### config.mk
export PLATFORM = sky130hd
export DESIGN_NAME = pipeline_hazard_ctrl
export DESIGN_NICKNAME = d
export VERILOG_FILES = /design/src/rtl/pipeline_hazard_ctrl.sv
export SDC_FILE = /design/constraint.sdc
export NUM_CORES = 1
export LEC_CHECK = 0
export ABC_AREA = 1
export CAP_MARGIN = 20
export CORE_MARGIN = 2
export CORE_UTILIZATION = 45
export DETAILED_ROUTE_END_ITERATION = 12
export PLACE_DENSITY = 0.69
export SETUP_SLACK_MARGIN = 0.4
export SLEW_MARGIN = 20
export SYNTH_ARGS = -nofsm -noshare
export SYNTH_HDL_FRONTEND = slang
export SYNTH_SLANG_ARGS = --single-unit
### constraint.sdc
create_clock -name clk -period 6.4 [get_ports clk]
set_input_delay 1.28 -clock clk [delete_from_list [all_inputs] [get_ports clk]]
set_output_delay 1.28 -clock clk [all_outputs]
set_load 0.01 [all_outputs]
### src/rtl/pipeline_hazard_ctrl.sv
// pipeline_hazard_ctrl: stall/flush control for a 5-stage pipeline with memory-wait watchdog
module pipeline_hazard_ctrl #(
    parameter int REG_W       = 5,
    parameter int CNT_W       = 32,
    parameter int MEM_TIMEOUT = 255
) (
    input  logic             clk,
    input  logic             rst,
    input  logic [REG_W-1:0] id_rs1,
    input  logic [REG_W-1:0] id_rs2,
    input  logic             id_uses_rs1,
    input  logic             id_uses_rs2,
    input  logic             ex_valid,
    input  logic [REG_W-1:0] ex_rd,
    input  logic             ex_mem_read,
    input  logic             ex_branch_taken,
    input  logic             mem_req,
    input  logic             mem_ready,
    output logic             pc_write,
    output logic             if_id_write,
    output logic             if_id_flush,
    output logic             id_ex_bubble,
    output logic             ex_mem_hold,
    output logic [1:0]       state,
    output logic             mem_timeout,
    output logic [CNT_W-1:0] stall_cnt,
    output logic [CNT_W-1:0] flush_cnt
);
    typedef enum logic [1:0] {RUN = 2'd0, MEM_WAIT = 2'd1, ERROR = 2'd2} state_t;
    localparam int WC_W = $clog2(MEM_TIMEOUT + 1);

    state_t           state_q, state_d;
    logic [WC_W-1:0]  wait_cnt_q, wait_cnt_d;
    logic [CNT_W-1:0] stall_cnt_q, stall_cnt_d, flush_cnt_q, flush_cnt_d;
    logic             mem_timeout_q, mem_timeout_d;
    logic             active, load_use, mem_stall, stall_inc, flush_inc;

    // Hazard detection and prioritized pipeline-control decode
    always_comb begin
        active    = (state_q == RUN) || (state_q == MEM_WAIT);
        load_use  = ex_valid && ex_mem_read && (ex_rd != '0) &&
                    ((id_uses_rs1 && id_rs1 == ex_rd) || (id_uses_rs2 && id_rs2 == ex_rd));
        mem_stall = (state_q == RUN) ? (mem_req && !mem_ready) :
                    (state_q == MEM_WAIT) ? !mem_ready : 1'b0;
        stall_inc = active && (mem_stall || (!ex_branch_taken && load_use));
        flush_inc = active && !mem_stall && ex_branch_taken;
        pc_write     = 1'b1;
        if_id_write  = 1'b1;
        if_id_flush  = 1'b0;
        id_ex_bubble = 1'b0;
        ex_mem_hold  = 1'b0;
        if (rst) begin
            pc_write     = 1'b0;
            if_id_write  = 1'b0;
            if_id_flush  = 1'b1;
            id_ex_bubble = 1'b1;
        end else if (!active) begin
            pc_write     = 1'b0;
            if_id_write  = 1'b0;
            id_ex_bubble = 1'b1;
            ex_mem_hold  = 1'b1;
        end else if (mem_stall) begin
            pc_write     = 1'b0;
            if_id_write  = 1'b0;
            ex_mem_hold  = 1'b1;
        end else if (ex_branch_taken) begin
            if_id_flush  = 1'b1;
            id_ex_bubble = 1'b1;
        end else if (load_use) begin
            pc_write     = 1'b0;
            if_id_write  = 1'b0;
            id_ex_bubble = 1'b1;
        end
    end

    // Next-state logic for the memory-wait FSM, watchdog and saturating counters
    always_comb begin
        state_d       = state_q;
        wait_cnt_d    = wait_cnt_q;
        mem_timeout_d = mem_timeout_q;
        stall_cnt_d   = (stall_inc && stall_cnt_q != '1) ? stall_cnt_q + CNT_W'(1) : stall_cnt_q;
        flush_cnt_d   = (flush_inc && flush_cnt_q != '1) ? flush_cnt_q + CNT_W'(1) : flush_cnt_q;
        case (state_q)
            RUN: begin
                if (mem_req && !mem_ready) begin
                    state_d    = MEM_WAIT;
                    wait_cnt_d = WC_W'(1);
                end
            end
            MEM_WAIT: begin
                if (mem_ready) begin
                    state_d    = RUN;
                    wait_cnt_d = '0;
                end else if (wait_cnt_q == WC_W'(MEM_TIMEOUT)) begin
                    state_d       = ERROR;
                    mem_timeout_d = 1'b1;
                end else begin
                    wait_cnt_d = wait_cnt_q + WC_W'(1);
                end
            end
            default: state_d = ERROR;
        endcase
    end

    // State and counter registers, cleared asynchronously
    always_ff @(posedge clk or posedge rst) begin
        if (rst) begin
            state_q       <= RUN;
            wait_cnt_q    <= '0;
            stall_cnt_q   <= '0;
            flush_cnt_q   <= '0;
            mem_timeout_q <= 1'b0;
        end else begin
            state_q       <= state_d;
            wait_cnt_q    <= wait_cnt_d;
            stall_cnt_q   <= stall_cnt_d;
            flush_cnt_q   <= flush_cnt_d;
            mem_timeout_q <= mem_timeout_d;
        end
    end

    assign state       = state_q;
    assign mem_timeout = mem_timeout_q;
    assign stall_cnt   = stall_cnt_q;
    assign flush_cnt   = flush_cnt_q;
endmodule

==> flow_metrics.py <==
metrics = {
    "run_status": {
        "outcome": "finished, final reports clean",
    },
    "timing": {
        "fin_crit_sh_pct": 77.6,
        "setup_viol": 0,
        "tightest_slew_ps": 904,
        "fmax_mhz": 201,
        "rsz0062_at_grt": "false",
        "clock_skew_ps": 9.50,
        "setup_tns_ps": 0,
        "drv_slew": 0,
        "finalHoldViolCount": 0,
        "period_needed_ps": 4960,
        "slew_headroom_pct": 39.7,
    },
    "synth": {
        "ys_seq_area_share_pct": 38.4,
        "avgSynthCellArea_um2": 7.01,
        "yosys-top-cells-area": "dfrtp_1 (38%), nand2_1 (19%), xor2_1 (7.3%), nor2_1 (6.7%), nand3_1 (6.0%)",
        "synth_cell_types": 33,
        "synth_top_cell_by_area": "dfrtp_1",
        "synth_area_um2": 4890,
        "ys_warn_count": 0,
        "synth_seq_cells": 75,
        "synth_cells": 698,
        "yosysTopAreaCellShare_pct": 38.4,
        "syn-num-nets": 725,
    },
    "power_and_ir_drop": {
        "leakage_nw": 2.81,
        "ir_drop_mv": 0.0933,
        "p_per_area_nw_per_um2": 151,
    },
    "floorplan": {
        "die_w_um": 108,
        "core_um2": 10700,
        "initial_utilization_pct": 45.7,
        "die_h_um": 108,
        "ioPinCount": 96,
        "die_area_um2": 11700,
        "rows": 38,
    },
    "clock_network": {
        "clock_path_buffers": 2,
        "cts-buffers-inserted": 9,
        "cts_resized": 0,
        "clk_latency_ps": 360,
        "cts_setup_buffers": 0,
        "hold_buffers": 0,
        "cts_root_buf": "clkbuf_8",
        "cts.reportedPaths.clkPinSlew_ps": 80,
        "cts.sinks": 75,
        "htreeDepth": 3,
        "cts_tree": "yes",
    },
    "min_path": {
        "min_path_cells": 2,
        "hold_class": "reg -> reg",
        "hold_end": "mem_timeout",
        "hp-start": "mem_timeout",
    },
    "global_routing": {
        "first_global_vias": 4644,
        "grt_max_degree": 71,
        "antenna_found_initial": 0,
        "track_usage_pct": 23.3,
        "grt.overflow.total": 0,
        "grt_pass1_wl_um": 21700,
    },
    "critical_path": {
        "critical_path_required_ps": 5120,
        "start_kind": "primary input",
        "r2r-start": "stall_cnt[0]",
        "setup.worst_path.class": "in -> out",
        "ff2ff_path_depth": 11,
        "end_kind": "primary output",
        "path_max_fanout": 34,
        "r2r_end": "stall_cnt[8]",
        "r2r_setup_slack_ps": 3990,
        "cp.arrival_ps": 3680,
    },
    "route": {
        "drtPass1Iterations": 4,
        "via_per_inst": 5.07,
        "drc": 0,
        "antenna_left": 0,
        "totalWireLength_um": 12800,
        "drtIter0Drc": 204,
        "route.vias.total": 4731,
        "wl_per_cell_um": 13.7,
    },
    "placed_design": {
        "dp.final_hpwl_um": 9560,
        "placed_area_um2": 5900,
        "io_buffer_count": 95,
        "gp_congestion": 0.937,
    },
    "final_layout": {
        "fin_area_um2": 6120,
        "nets": 816,
        "area_growth_pct": 25.1,
        "n_antenna_cell": 0,
        "drive_gt1_share_pct": 4.79,
    },
    "job": {
        "max-cap-violations": 0,
    },
}
cell families after synthesis:
kind of cell,count (synthesis),synth area share [%]
fa+ha+maj,3,0.768
simple gates,451,39.3
flops,75,38.4
buf+inv,81,7.55
compound gates,31,3.45
xor+xnor,57,10.5
synthesized netlist by cell type, drive strengths merged:
cell	count
xnor2	14
xor2	43
nand3b	2
nor2	91
a22o	1
a21oi	1
o211ai	1
nand2	251
nor3b	1
and3	2
a21o	1
nand3	61
dfrtp	75
buf	16
inv	65
nand4	16
ha	3
nor3	24
or2	2
nor4	1
o21ai	27
cells in the final DEF (no fill, tap or decap), types with 2 or more instances in the layout:
cell type / instances
and3_1: 2
bufinv_16: 2
clkbuf_8: 9
clkdlybuf4s50_1: 95
clkinv_4: 2
dfrtp_1: 75
ha_1: 3
inv_1: 62
inv_2: 3
nand2_1: 245
nand2_2: 4
nand2_4: 2
nand3_1: 59
nand3_2: 2
nand3b_1: 2
nand4_1: 16
nor2_1: 87
nor2_2: 3
nor3_1: 23
o21ai_0: 26
or2_2: 2
xnor2_1: 14
xor2_1: 41
xor2_2: 2
worst max-delay path by stage:
stage | cells past startpoint | slack, ps | startpoint | end
floorplan | 2 | 1720 | rst | if_id_flush
global placement | 9 | 1500 | ex_rd[2] | pc_write
detailed placement | 10 | 1440 | ex_rd[3] | pc_write
CTS | 10 | 1430 | ex_rd[3] | pc_write
global route | 10 | 1210 | ex_rd[3] | pc_write
finish | 10 | 1440 | ex_rd[3] | pc_write
cell type report:
cell class | instances | area, µm²
tap | 140 | 175
fill | 1046 | 4580
clock inverter | 6 | 90.1
clock buffer | 10 | 128
sequential | 75 | 1880
timing repair buffer | 96 | 958
multi-input combinational | 542 | 2650
inverter | 65 | 244
per-stage QoR:
step | utilization, % | hold slack, ps | setup WS, ps | total power, mW | instances
after detailed placement | 55.1 | 459 | 1440 | 0.523 | 918
after CTS | 57.2 | 498 | 1430 | 0.932 | 934
after floorplan | - | 474 | 1720 | 0.500 | 698
after global routing | 57.2 | 522 | 1210 | 0.957 | 934
final | 57.2 | 491 | 1440 | 0.923 | 934
after global placement | 55.1 | 453 | 1500 | 0.523 | 918
critical path, stage by stage:
cell and delay (ps):
clkdlybuf4s50_1 520, inv_1 60, o21ai_0 150, nor2_1 70, nand3_1 100, nand2_1 60, nand3_1 80, nand2_2 400
nor3_1 370, clkdlybuf4s50_1 600
layer usage:
layer / track usage [%] / up-vias / share of wire, %
met5: 0 / - / 0
met4: 10.8 / 0 / 3.3
met3: 3.74 / 33 / 3.7
met2: 39.2 / 110 / 49
met1: 29.3 / 2207 / 44
li1: - / 2381 / -
registers in the layout (all words and copies together), names as in the netlist:
signal,flops
flush_cnt,32
stall_cnt,32
wait_cnt_q,8
state,2
mem_timeout,1
power breakdown:
part | leakage (nW) | switching, mW | internal (mW)
clock | 0.106 | 0.190 | 0.220
combinational | 1.73 | 0.0217 | 0.0179
sequential | 0.970 | 0 | 0.473
total | 2.81 | 0.211 | 0.712
Note: power is estimated with default switching activity, not from simulation.
